$ cat config.mk
export PLATFORM = sky130hd
export DESIGN_NAME = eco_sweep_ctrl
export DESIGN_NICKNAME = d
export VERILOG_FILES = /design/src/rtl/eco_sweep_ctrl.sv
export SDC_FILE = /design/constraint.sdc
export NUM_CORES = 1
export LEC_CHECK = 0
export CAP_MARGIN = 20
export CORE_ASPECT_RATIO = 1.25
export CORE_UTILIZATION = 28
export DETAILED_ROUTE_END_ITERATION = 16
export PLACE_DENSITY = 0.54
export REMOVE_ABC_BUFFERS = 1
export SLEW_MARGIN = 20
export SYNTH_ARGS = -nofsm -noshare
export SYNTH_HDL_FRONTEND = slang
export SYNTH_SLANG_ARGS = --single-unit
export TNS_END_PERCENT = 100
$ cat constraint.sdc
create_clock -name clk -period 5.89 [get_ports clk]
set_input_delay 1.178 -clock clk [delete_from_list [all_inputs] [get_ports clk]]
set_output_delay 1.178 -clock clk [all_outputs]
set_load 0.05 [all_outputs]
$ cat src/rtl/eco_sweep_ctrl.sv
// Exhaustive 1024-vector sweep controller comparing an original and an ECO-patched 5-in/3-out netlist.
// Optional macro ECO_SWEEP_STOP_EN: stop the sweep at the first mismatch.
module eco_sweep_ctrl #(
    parameter int unsigned SETTLE_CYC = 2,
    parameter logic [2:0]  Y_MASK     = 3'b111
) (
    input  logic        clk,
    input  logic        rst,
    input  logic        start,
    input  logic        abort,
    output logic [4:0]  op_a,
    output logic [4:0]  op_b,
    input  logic [2:0]  y_ref,
    input  logic [2:0]  y_eco,
    output logic        busy,
    output logic        done,
    output logic        pass,
    output logic [10:0] err_cnt,
    output logic [9:0]  first_idx,
    output logic [2:0]  first_ref,
    output logic [2:0]  first_eco,
    output logic        mism
);
    typedef enum logic [1:0] {IDLE, SETTLE, CHECK, DONE} state_t;

    localparam logic [3:0] CNT_TC = 4'(SETTLE_CYC - 1);

    state_t      state;
    logic [9:0]  idx;
    logic [3:0]  cnt;
    logic        diff;
    logic        stop;
    logic [10:0] err_inc;

    assign op_a    = idx[4:0];
    assign op_b    = idx[9:5];
    assign diff    = |((y_ref ^ y_eco) & Y_MASK);
    assign err_inc = (err_cnt == 11'h400) ? err_cnt : err_cnt + 11'd1;
`ifdef ECO_SWEEP_STOP_EN
    assign stop    = (idx == 10'd1023) || diff;
`else
    assign stop    = (idx == 10'd1023);
`endif

    always_ff @(posedge clk or posedge rst) begin
        if (rst) begin
            state     <= IDLE;
            idx       <= '0;
            cnt       <= '0;
            busy      <= 1'b0;
            done      <= 1'b0;
            pass      <= 1'b0;
            err_cnt   <= '0;
            first_idx <= '0;
            first_ref <= '0;
            first_eco <= '0;
            mism      <= 1'b0;
        end else begin
            case (state)
                IDLE, DONE: begin
                    if (start && !abort) begin
                        state     <= SETTLE;
                        idx       <= '0;
                        cnt       <= '0;
                        busy      <= 1'b1;
                        done      <= 1'b0;
                        pass      <= 1'b0;
                        err_cnt   <= '0;
                        first_idx <= '0;
                        first_ref <= '0;
                        first_eco <= '0;
                        mism      <= 1'b0;
                    end
                end
                SETTLE: begin
                    if (abort) begin
                        state <= IDLE;
                        busy  <= 1'b0;
                    end else if (cnt == CNT_TC) begin
                        state <= CHECK;
                    end else begin
                        cnt <= cnt + 4'd1;
                    end
                end
                CHECK: begin
                    if (abort) begin
                        // aborted compare is discarded; prior results stay visible
                        state <= IDLE;
                        busy  <= 1'b0;
                    end else begin
                        if (diff) begin
                            err_cnt <= err_inc;
                            if (!mism) begin
                                mism      <= 1'b1;
                                first_idx <= idx;
                                first_ref <= y_ref;
                                first_eco <= y_eco;
                            end
                        end
                        if (stop) begin
                            state <= DONE;
                            busy  <= 1'b0;
                            done  <= 1'b1;
                            pass  <= !diff && (err_cnt == 11'd0);
                        end else begin
                            state <= SETTLE;
                            idx   <= idx + 10'd1;
                            cnt   <= '0;
                        end
                    end
                end
                default: begin
                    state <= IDLE;
                    busy  <= 1'b0;
                end
            endcase
        end
    end
endmodule

* Word-level counts from Yosys, hierarchy flattened
Index checks and enable logic that the tools add are counted.
** Word-level totals
- Register bits :: 47
- Output and inout port bits :: 41
** Operators by class
- Add/sub/neg operators :: 3
- Eq/ne operators :: 18
- Mux-type cells :: 49
- Bitwise gates (word level) :: 1
- Reductions and logical operators :: 17
** Operator list (number)
- two-way mux 10 bit :: 6
- two-way mux 11 bit :: 4
- one-hot mux 10 bit (2 select lines) :: 2
- one-hot mux 11 bit (2 select lines) :: 1
- two-way mux 3 bit :: 7
- two-way mux 4 bit :: 5
- inequality test 2 bit (second input constant) :: 10
- AND reduction 5 bit :: 3
- one-hot mux 3 bit (2 select lines) :: 2
- one-hot mux 4 bit (3 select lines) :: 1
- AND reduction 4 bit :: 3
- adder 11 x 1 -> 11 bit (second input constant) :: 1
- equality test 11 bit (second input constant) :: 1
- logical NOT 11 bit :: 1
- two-way mux 1 bit :: 11
- adder 10 x 1 -> 10 bit (second input constant) :: 1
- equality test 10 bit (second input constant) :: 1
- two-way mux 2 bit :: 5
- inequality test 3 bit (second input constant) :: 2
- one-hot mux 1 bit (2 select lines) :: 3
- one-hot mux 2 bit (3 select lines) :: 1
- adder 4 x 1 -> 4 bit (second input constant) :: 1
- equality test 2 bit (second input constant) :: 2
- equality test 4 x 1 -> 1 bit (second input constant) :: 1
- 11 further kinds :: 13

* Depth between registers and ports, before layout
- Depth in word-level cells :: 7
- Mapped depth :: 9

* Worst setup path after synthesis
OpenSTA, ideal clock, no wires.
- Path type :: input -> register
- Start :: input port start
- End :: register err_cnt[7]
- Arrival time :: 2.467 ns
- Slack :: 3.312 ns
- Stages :: 6
- Path buffers :: 2
- Cell sequence :: mux2i_1 > or3_1 > clkbuf_2 > or3b_1 > buf_2 > o41ai_1
** On the way
- Word-level cells in the longest chain between the ends :: 3
** Ends and longest elaborated chain
- start: declaration :: RTL line 9 : input logic start,
- logical AND 1 bit :: RTL line 61 : if (start && !abort) begin
- inequality test 2 bit (no line)
- AND reduction 5 bit (no line)
- end signal: assignment :: RTL line 92 : err_cnt <= err_inc;
- end: declaration :: RTL line 18 : output logic [10:0] err_cnt,
Every way passes these cells.
A chain may end at the register's enable or synchronous reset.

* Final worst setup path
- Start :: register state[0]
- End :: register first_idx[4]
** On the way
- Word-level cells in the longest chain between the ends :: 4
- Elaborated cells between the ends (all ways) :: 11
- Those cells by class :: eq/ne: 6; mux: 1; reduce/logical: 4
** Ends and longest elaborated chain
- start: declaration :: RTL line 28 : state_t state;
- start signal: assignment :: RTL line 47 : state <= IDLE;
- start signal: assignment :: RTL line 62 : state <= SETTLE;
- start signal: assignment :: RTL line 77 : state <= IDLE;
- equality test 2 bit or logical NOT 2 bit (tied branches) :: RTL line 59 : case (state)
- OR reduction 2 bit :: RTL line 59
- inequality test 2 bit (no line) or nonzero test 2 bit (tied branches)
- AND reduction 5 bit (no line)
- end signal: assignment :: RTL line 95 : first_idx <= idx;
- end: declaration :: RTL line 19 : output logic [9:0] first_idx,
Several ways; a longest one is shown, not always the timed one.

==> flow_summary.toml <==
[run_status]
status = "completed"

[synth]
yosysWarnings = 0
synth-seq-cells = 47
ys_seq_area_frac = 0.469
synth_ff_type = "dfrtp_1"
async_flop_share = 1.00
synth_edf_count = 0
synthTopCellsByArea = "dfrtp_1 47%, a22o_1 5.9%, o31ai_1 4.2%"
yosys.cell_count.top_type = "dfrtp_1"
synth_top_area_share = 0.469
syn_area_per_cell_sq_um = 10.1
synth_common_cells = "47 x dfrtp_1, 17 x a22o_1, 15 x inv_1, 14 x o31ai_1"
syn_area_sq_um = 2510
netlist_instances = 248
yosysTopAreaCell = "dfrtp_1"
synth_cell_types = 50

[clocking]
ctsResizeCount = 0
clk_path_buf_depth = 2
cts.clk_slew.worst_paths_ps = 90
cts_tree = "done"
worstSkewPairLatency_ps = 300
cts_buffers = 5
cts_sinks = 47
ctsHoldBuffers = 0
htreeDepth = 2
root_buffer = "clkbuf_8"
postCtsSetupRepairBufs = 0

[place]
hpwl_microns = 4420
pre_cts_slack_ps = 2370
globalplace.congestion = 0.809
portBuffers = 50

[global_route]
grt_pass1_wl_microns = 10800
overflow = 0
antenna_found_initial = 0
grt_max_degree = 48
gr-usage-all-layers = 0.147
grt_pass1_vias = 2170

[detailed_routing]
drt_wl_total_microns = 6440
vias = 2197
vias_per_cell = 5.31
antenna_left = 0
wire_per_inst_microns = 15.5
first_pass_iters = 5
drc = 0
drt-initial-drc-count = 144

[timing]
rsz0062_at_grt = "no"
max_freq_ghz = 0.303
setup_violations = 0
skew_ps = 4.31
hold_violations = 0
slew_headroom = 0.305
worst_pin_slew_ps = 1040
setup_ws_ps = 2580
report.final.slew_viol_count = 0
fin_setup_tns_ps = 0
min_period_ps = 3310
period_share = 0.561

[floorplanning]
fp-row-count = 38
dieArea_sq_um = 9340
die_h_microns = 108
core_sq_um = 8700
die_w_microns = 86.6
io_pins = 51
initial_core_util = 0.288

[final_layout]
multiInputGateArea_sq_um = 1230
utilization = 0.373
seq_area_sq_um = 1180
diodes = 0
fillers = 882
drive_above_1_share = 0.0646
syn_to_final_growth_pct = 29.5
finalNetCount = 310

[setup_path]
cp_max_fo = 19
critPathBufInv = 2
crit_chain = "inv_1, ha_1, inv_1, or3_1, nor3_2, a22o_1"
slowest_delay_ps = 820
crit_arrival_ps = 3540
cp_common_cell = "inv_1"
cpMaxStageDelayCell = "nor3_2"
critPathRequiredTime_ps = 6130
worstSetupStartpointType = "register"
crit_type = "register to register"
end_kind = "register"
crit_family = "simple AND/OR/NAND/NOR gates"

[power_and_ir_drop]
max-vdd-ir-drop_mv = 0.158
pwr_density_cell_nw_per_um2 = 325
p_leak_nw = 1.31

[flow_run]
drv_cap = 0

[hold_path]
worst_hold_path_type = "register to register"
[layer usage]
layer,vias to the layer above,share of wire,track usage
met5,-,0,0
met4,0,0.012,0.0571
met3,4,0.037,0.0261
met2,60,0.48,0.238
met1,1095,0.47,0.195
li1,1038,-,-
[state kept, by name, indices dropped and copies added, names as in the netlist]
register,flops
done,1
first_ref,3
err_cnt,11
idx,10
first_eco,3
mism,1
first_idx,10
cnt,4
busy,1
state,2
pass,1
[worst register-to-register path, delay by kind of cell (launching register included)]
family	cells	cell delay [ps]
buffers and inverters	2	550
AO/OA/AOI/OAI	1	250
adder cells (fa/ha/maj)	1	610
flip-flops	1	390
AND/OR/NAND/NOR	2	1430
[cell type report]
class / instances / share of cell area
clock buffer: 6 / 0.0224
tap: 120 / 0.0463
timing repair buffer: 50 / 0.154
sequential: 47 / 0.363
multi-input combinational: 174 / 0.378
inverter: 15 / 0.0177
clock inverter: 2 / 0.0185
[metrics by stage]
step / instances / power, W / cell area [sq um] / hold WS, ps
2_1_floorplan: 236 / 0.000662 / 2450 / 502
3_3_place_gp: 406 / 0.000777 / 3110 / 489
3_5_place_dp: 406 / 0.000781 / 3110 / 492
4_1_cts: 414 / 0.00107 / 3240 / 516
5_1_grt: 414 / 0.00112 / 3240 / 527
6_report: 414 / 0.00105 / 3240 / 509
[power breakdown]
part | total (W) | switching, W | leakage [nW] | internal (W)
clock | 0.000280 | 0.000110 | 0.0654 | 0.000170
sequential | 0.000392 | 0.0000384 | 0.649 | 0.000354
combinational | 0.000381 | 0.000252 | 0.598 | 0.000129
[placed cells by master (no fill, tap or decap), types with 2 or more instances in the layout]
cell             synthesis  routed
clkdlybuf4s50_1          0      50
dfrtp_1                 47      47
a22o_1                  17      17
inv_1                   15      14
o31ai_1                 14      14
nand3_1                 11      11
nand2_1                 11      11
o21ai_0                 11      11
a21oi_1                  8       8
or3_1                    8       8
nor2_1                   7       7
ha_1                     7       7
nand4_1                  6       6
mux2i_1                  5       5
or2_2                    5       5
nor3_1                   6       5
clkbuf_8                 0       5
nand2b_1                 4       4
nor4_1                   4       4
o41ai_1                  3       3
xor2_1                   3       3
o31a_1                   3       3
o22ai_1                  3       3
and2_1                   3       3
o311ai_0                 3       3
a41oi_1                  2       2
nor2b_1                  2       2
nor4_2                   2       2
a211oi_1                 2       2
a221o_1                  2       2
o21a_1                   2       2
o211ai_1                 2       2
a21o_1                   2       2
bufinv_16                0       2
[final timing paths]
path	start	end	slack (ps)	cells past startpoint
setup reg to reg	state[0]$_DFFE_PP0P_	first_idx[4]$_DFFE_PP0P_	2580	6
max in group asynchronous	rst	pass$_DFFE_PP0P_	4060	2
setup / recovery	state[0]$_DFFE_PP0P_	first_idx[4]$_DFFE_PP0P_	2580	6
hold reg to reg	first_idx[5]$_DFFE_PP0P_	first_idx[5]$_DFFE_PP0P_	510	1
hold / removal	first_idx[5]$_DFFE_PP0P_	first_idx[5]$_DFFE_PP0P_	510	1
min in group asynchronous	rst	first_eco[2]$_DFFE_PP0P_	1340	2
[cell families after synthesis]
| kind of cell | synth area share |
|---|---|
| xor+xnor | 0.0105 |
| mux | 0.0245 |
| simple gates | 0.176 |
| flops | 0.469 |
| fa+ha+maj | 0.0349 |
| buf+inv | 0.0429 |
| compound gates | 0.242 |
No activity file was read; power rests on OpenSTA's default activity.
